<file path="src/rtl/cla_term_pipe_stage_if.sv">
// Bundle of all handshake and payload signals around the CLA term pipeline stage.
// The stage attaches through the slave modport; the upstream/downstream driver uses master.
interface cla_term_pipe_stage_if #(
    parameter int WIDTH  = 4,
    parameter int NTERMS = 25
);
    // Handshake: a word moves on any rising clk edge where valid & ready are both 1.
    // The producer holds valid and payload steady until that edge, and ready never
    // depends combinationally on valid (it comes from registered state only).
    logic              in_valid;
    logic              in_ready;
    logic [WIDTH-1:0]  a_in;
    logic [WIDTH-1:0]  b_in;
    logic [NTERMS-1:0] n_in;
    logic              out_valid;
    logic              out_ready;
    logic [WIDTH-1:0]  a_out;
    logic [WIDTH-1:0]  b_out;
    logic [NTERMS-1:0] n_out;
    logic [1:0]        occ;

    modport master (
        output in_valid, a_in, b_in, n_in, out_ready,
        input  in_ready, out_valid, a_out, b_out, n_out, occ
    );

    modport slave (
        input  in_valid, a_in, b_in, n_in, out_ready,
        output in_ready, out_valid, a_out, b_out, n_out, occ
    );
endinterface

</file>
<file path="src/rtl/cla_term_pipe_stage.sv">
// Registered glitch barrier between the nonlinear and linear halves of the decomposed
// CLA adder: a 2-entry skid stage (main register M drives outputs, S absorbs one stall).
module cla_term_pipe_stage #(
    parameter int                WIDTH     = 4,
    parameter int                NTERMS    = 25,
    parameter logic [NTERMS-1:0] TERM_MASK = 25'h04C9C99
) (
    input logic                  clk,
    input logic                  rst,
    cla_term_pipe_stage_if.slave bus
);
    // Encoding equals the entry count, so occ doubles as the FSM debug view.
    typedef enum logic [1:0] {
        EMPTY = 2'd0,
        ONE   = 2'd1,
        FULL  = 2'd2
    } state_t;

    state_t            state_q;
    state_t            state_d;
    logic [WIDTH-1:0]  m_a, m_b, s_a, s_b;
    logic [NTERMS-1:0] m_n, s_n;
    logic [NTERMS-1:0] pay_n;
    logic              in_xfer, out_xfer;
    logic              load_m_in, load_m_s, load_s;

    assign bus.in_ready  = (state_q != FULL);
    assign bus.out_valid = (state_q != EMPTY);
    assign bus.occ       = state_q;
    assign bus.a_out     = m_a;
    assign bus.b_out     = m_b;
    assign bus.n_out     = m_n;

    assign in_xfer  = bus.in_valid  & bus.in_ready;
    assign out_xfer = bus.out_valid & bus.out_ready;
    // Unused terms are dropped here so they never reach a flop.
    assign pay_n    = bus.n_in & TERM_MASK;

    always_comb begin
        state_d   = state_q;
        load_m_in = 1'b0;
        load_m_s  = 1'b0;
        load_s    = 1'b0;
        case (state_q)
            EMPTY: begin
                if (in_xfer) begin
                    state_d   = ONE;
                    load_m_in = 1'b1;
                end
            end
            ONE: begin
                case ({in_xfer, out_xfer})
                    2'b10: begin
                        state_d = FULL;
                        load_s  = 1'b1;
                    end
                    2'b01: state_d = EMPTY;
                    2'b11: load_m_in = 1'b1;
                    default: state_d = ONE;
                endcase
            end
            FULL: begin
                if (out_xfer) begin
                    state_d  = ONE;
                    load_m_s = 1'b1;
                end
            end
            default: state_d = EMPTY;
        endcase
    end

    always_ff @(posedge clk or posedge rst) begin
        if (rst) begin
            state_q <= EMPTY;
            m_a     <= '0;
            m_b     <= '0;
            m_n     <= '0;
            s_a     <= '0;
            s_b     <= '0;
            s_n     <= '0;
        end else begin
            state_q <= state_d;
            if (load_m_in) begin
                m_a <= bus.a_in;
                m_b <= bus.b_in;
                m_n <= pay_n;
            end else if (load_m_s) begin
                m_a <= s_a;
                m_b <= s_b;
                m_n <= s_n;
            end
            if (load_s) begin
                s_a <= bus.a_in;
                s_b <= bus.b_in;
                s_n <= pay_n;
            end
        end
    end
endmodule

</file>
<file path="src/flat_wrapper.sv">
// flat-port wrapper written by rule: the top's interface ports become plain ports
module cla_term_pipe_stage_flat 
#(
    parameter int                WIDTH     = 4,
    parameter int                NTERMS    = 25,
    parameter logic [NTERMS-1:0] TERM_MASK = 25'h04C9C99
)
  (clk, rst, bus_in_valid, bus_a_in, bus_b_in, bus_n_in, bus_out_ready, bus_in_ready, bus_out_valid, bus_a_out, bus_b_out, bus_n_out, bus_occ);
  cla_term_pipe_stage_if #(.WIDTH(WIDTH), .NTERMS(NTERMS)) bus_i ();
  input logic clk;
  input logic rst;
  input wire logic [$bits(bus_i.in_valid)-1:0] bus_in_valid;
  input wire logic [$bits(bus_i.a_in)-1:0] bus_a_in;
  input wire logic [$bits(bus_i.b_in)-1:0] bus_b_in;
  input wire logic [$bits(bus_i.n_in)-1:0] bus_n_in;
  input wire logic [$bits(bus_i.out_ready)-1:0] bus_out_ready;
  output wire logic [$bits(bus_i.in_ready)-1:0] bus_in_ready;
  output wire logic [$bits(bus_i.out_valid)-1:0] bus_out_valid;
  output wire logic [$bits(bus_i.a_out)-1:0] bus_a_out;
  output wire logic [$bits(bus_i.b_out)-1:0] bus_b_out;
  output wire logic [$bits(bus_i.n_out)-1:0] bus_n_out;
  output wire logic [$bits(bus_i.occ)-1:0] bus_occ;
  assign bus_i.in_valid = bus_in_valid;
  assign bus_i.a_in = bus_a_in;
  assign bus_i.b_in = bus_b_in;
  assign bus_i.n_in = bus_n_in;
  assign bus_i.out_ready = bus_out_ready;
  assign bus_in_ready = bus_i.in_ready;
  assign bus_out_valid = bus_i.out_valid;
  assign bus_a_out = bus_i.a_out;
  assign bus_b_out = bus_i.b_out;
  assign bus_n_out = bus_i.n_out;
  assign bus_occ = bus_i.occ;
  cla_term_pipe_stage #(.WIDTH(WIDTH), .NTERMS(NTERMS), .TERM_MASK(TERM_MASK)) u_core (.clk(clk), .rst(rst), .bus(bus_i));
endmodule
</file>
<file path="config.mk">
export PLATFORM = sky130hd
export DESIGN_NAME = cla_term_pipe_stage_flat
export DESIGN_NICKNAME = d
export VERILOG_FILES = /design/src/rtl/cla_term_pipe_stage_if.sv /design/src/rtl/cla_term_pipe_stage.sv /design/src/flat_wrapper.sv
export SDC_FILE = /design/constraint.sdc
export NUM_CORES = 1
export LEC_CHECK = 0
export ABC_AREA = 1
export BUFFER_PORTS_ARGS = -buffer_cell sky130_fd_sc_hd__buf_2
export CAP_MARGIN = 20
export CORE_ASPECT_RATIO = 2
export CORE_UTILIZATION = 49
export CTS_CLUSTER_DIAMETER = 50
export DETAILED_ROUTE_END_ITERATION = 8
export HOLD_SLACK_MARGIN = 0.12
export PLACE_DENSITY = 0.85
export SLEW_MARGIN = 30
export SYNTH_ARGS = -nofsm -noshare
export SYNTH_HDL_FRONTEND = slang
export SYNTH_SLANG_ARGS = --single-unit
export TNS_END_PERCENT = 10
</file>
<file path="constraint.sdc">
create_clock -name clk -period 1.3 [get_ports clk]
set_input_delay 0.26 -clock clk [delete_from_list [all_inputs] [get_ports clk]]
set_output_delay 0.26 -clock clk [all_outputs]
set_load 0.02 [all_outputs]
</file>
==> flow_summary.yaml <==
logic_synthesis:
  netlist_instances: 250
  synth.distinct_cells: 16
  synth_mux_area_share_pct: 0
  netlist_area_mm2: 0.002093
  yosys.area_share.xor_xnor_pct: 0
  syn_avg_cell_area_um2: 8.373
  synth_area_leaders: "sky130_fd_sc_hd__dfrtp_1 48%, sky130_fd_sc_hd__nand3_1 11%, sky130_fd_sc_hd__nand2_1 10%"
  yosys.area_share.simple_pct: 24.99
  synth_area_leader_cell: "sky130_fd_sc_hd__dfrtp_1"
  yosys.area_share.adder_pct: 0
  synth_seq_area_share_pct: 47.82
  netlist.area_leader.share_pct: 47.82
  synth-compound-area-share_pct: 9.683
  ys_seq_elements: 40
  main_combinational_cell_family_by_area_after_synthesis: "simple AND/OR/NAND/NOR gates"
  yosysWarningCount: 0
grt:
  grt_antenna_before_repair: 0
  grt_total_usage_pct: 20.40
  global_route_wire_length_before_repair_um: 6630
  grt_overflow: 0
  grt_max_degree: 41
  number_of_global_route_vias_before_repair: 1557
critical_path:
  r2r_setup_slack_ps: -30
  cp_cell_sequence: "buf_12 > nor2_8 > buf_6 > nand2_8 > nand3_1 > nand2_1"
  crit_path_max_incr_delay_ps: 470
  req_time_crit_path_ps: 1480
  critical_path_class: "flop to flop"
  critPathArrivalTime_ps: 1510
  worst_setup_path_end_kind: "flop"
  cp_slowest_cell: "sky130_fd_sc_hd__dfrtp_2"
  critical_path_peak_fanout: 18
  cp-start-kind: "flop"
pwr:
  vdd_ir_drop_max_uv: 1204
  pwr-share-seq_pct: 44.7
  power_report.internal_total_mw: 2.562
  sw_frac_of_total_pct: 37.02
  p_leak_nw: 1.389
  power.net_switching_mw: 1.506
  cellPowerDensity_mw_per_mm2: 1580
  pwr-share-comb_pct: 34.4
  clockPowerShare_pct: 20.9
final_layout:
  number_of_standard_cells_in_the_final_layout_excluding_fillers: 360
  layout.cells.most_common_list: "55 x sky130_fd_sc_hd__nand2_1, 46 x sky130_fd_sc_hd__nand3_1, 43 x sky130_fd_sc_hd__buf_2"
  diodes: 0
  commonest_non_fill_non_tap_cell_in_the_layout: "sky130_fd_sc_hd__nand2_1"
  drive_gt1_share_pct: 30.19
  final_design_area_no_fill_mm2: 0.002574
  nets: 344
  synthToLayoutAreaGrowth_pct: 22.95
cts:
  clockBufferDepth: 2
  ctsRootBufferMaster: "sky130_fd_sc_hd__clkbuf_8"
  worst_setup_hold_path_clk_slew_ps: 80
  cts_bufs_inserted: 5
  clock_sink_count: 40
  clock_insertion_delay_at_the_later_pin_of_the_skew_report_ps: 290
  htreeDepth: 2
  tritoncts: "done"
sta:
  period_minus_slack_ps: 1333
  setup_viol: 18
  postLayoutSetupSlackWorst_ps: -32.91
  report.final.hold_viol_count: 0
  final.period_utilization_pct: 102.5
  fmaxAchievable_ghz: 0.7502
  holdWs_ps: 217.2
  slew_viol_final: 0
  finClkSkew_ps: 6.933
  grt_setup_unrepaired: "true"
flow_run:
  max_cap_violations: 0
route:
  wl_per_cell_um: 12.78
  first_iter_violations: 72
  post-route-drc-count: 0
  drt_via_density: 5.039
  route.vias.total: 1814
  drt-total-wl_um: 4600
  detail-route-antenna-nets: 0
  drt_first_pass_iters: 4
run_status:
  outcome: "finished with violations"
  violations: "setup timing"
floorplanning:
  pin_count: 74
  floorplan.initialDensity_pct: 51.21
  die_height_um: 94.43
  fp.dieArea_mm2: 0.004553
  design.core.area_mm2: 0.004088
  die_w_um: 48.22
  num_rows: 33
place:
  place_hpwl_um: 2792
  port-buffer-count: 45
  dp_worst_setup_slack_ps: -88.02
  placed_cell_area_mm2: 0.002292
  placed_cell_count: 341
  gp_routability_congestion: 0.8972
min_path:
  hp-class: "primary input to flop"
-- layout make-up --
cell class	count	area [µm²]
fill	366	1514
timing repair buffer	62	415.4
tap	52	65.06
clock buffer	8	90.09
multi-input combinational	160	854.6
inverter	38	145.1
sequential	40	1003
-- layer usage --
layer / GRT usage, % / vias up / share of wire [%]
li1: - / 881 / -
met1: 23.35 / 862 / 41
met2: 34.11 / 65 / 54
met3: 1.912 / 6 / 3.7
met4: 12.04 / 0 / 1.8
met5: 0 / - / 0
-- cells by family after synthesis --
| kind of cell | Yosys count |
|---|---|
| AND/OR/NAND/NOR | 110 |
| AO/OA/AOI/OAI | 33 |
| other | 1 |
| flip-flops | 40 |
| buffers and inverters | 66 |
-- path summary, 6_finish.rpt --
kind	from	endpoint	cells after the start
setup reg to reg	u_core.bus.occ[1]	u_core.bus.n_out[11]	6
max in group asynchronous	rst	u_core.bus.a_out[3]	4
hold / removal	bus_a_in[0]	u_core.s_a[0]	3
min in group asynchronous	rst	u_core.bus.a_out[0]	4
hold reg to reg	u_core.s_a[0]	u_core.s_a[0]	2
setup / recovery	u_core.bus.occ[1]	u_core.bus.n_out[11]	6
-- worst max-delay path, delay by kind of cell, from the launching register on --
kind | cells | cell delay [ps]
simple gates | 4 | 420
flops | 1 | 470
buf+inv | 2 | 320
-- cells in the mapped netlist --
master	number
sky130_fd_sc_hd__inv_1	34
sky130_fd_sc_hd__conb_1	1
sky130_fd_sc_hd__o21ai_2	10
sky130_fd_sc_hd__o21ai_0	6
sky130_fd_sc_hd__inv_2	4
sky130_fd_sc_hd__nor2_8	1
sky130_fd_sc_hd__nand2_1	56
sky130_fd_sc_hd__buf_6	6
sky130_fd_sc_hd__nand3_1	46
sky130_fd_sc_hd__nand3_2	1
sky130_fd_sc_hd__nand2_4	3
sky130_fd_sc_hd__nand4_1	3
sky130_fd_sc_hd__buf_4	17
sky130_fd_sc_hd__dfrtp_1	40
sky130_fd_sc_hd__buf_2	5
sky130_fd_sc_hd__o21ai_1	17
-- power groups by stage --
stage / sequential [mW] / combinational, mW / clock (mW)
2_1_floorplan: 2.01 / 0.759 / 0
3_3_place_gp: 1.82 / 1.22 / 0
3_5_place_dp: 1.83 / 1.25 / 0
4_1_cts: 1.81 / 1.31 / 0.869
5_1_grt: 1.86 / 1.56 / 0.915
6_report: 1.82 / 1.40 / 0.849
-- through the flow --
stage / util, % / power (mW) / TNS [ps]
finish: 62.96 / 4.067 / -308.1
global route: 62.96 / 4.332 / -1454
floorplan: - / 2.765 / 0
CTS: 60.12 / 3.986 / -104.3
global placement: 56.08 / 3.038 / -228.3
detailed placement: 56.08 / 3.082 / -452.1
-- state kept, by name, indices dropped and copies added, names as in the netlist --
name / flops
u_core.bus.b_out: 4
u_core.s_a: 4
u_core.bus.n_out: 11
u_core.bus.a_out: 4
u_core.bus.occ: 2
u_core.s_b: 4
u_core.s_n: 11
-- timing repair --
item,in CTS,in global routing
gates resized for setup,11,12
cloned,0,4
hold endpoints to repair,40,0
setup endpoints to repair,22,26
hold buffers,1,0
pin swaps,2,5
buffers inserted,2,4
No activity file was read; power rests on OpenSTA's default activity.
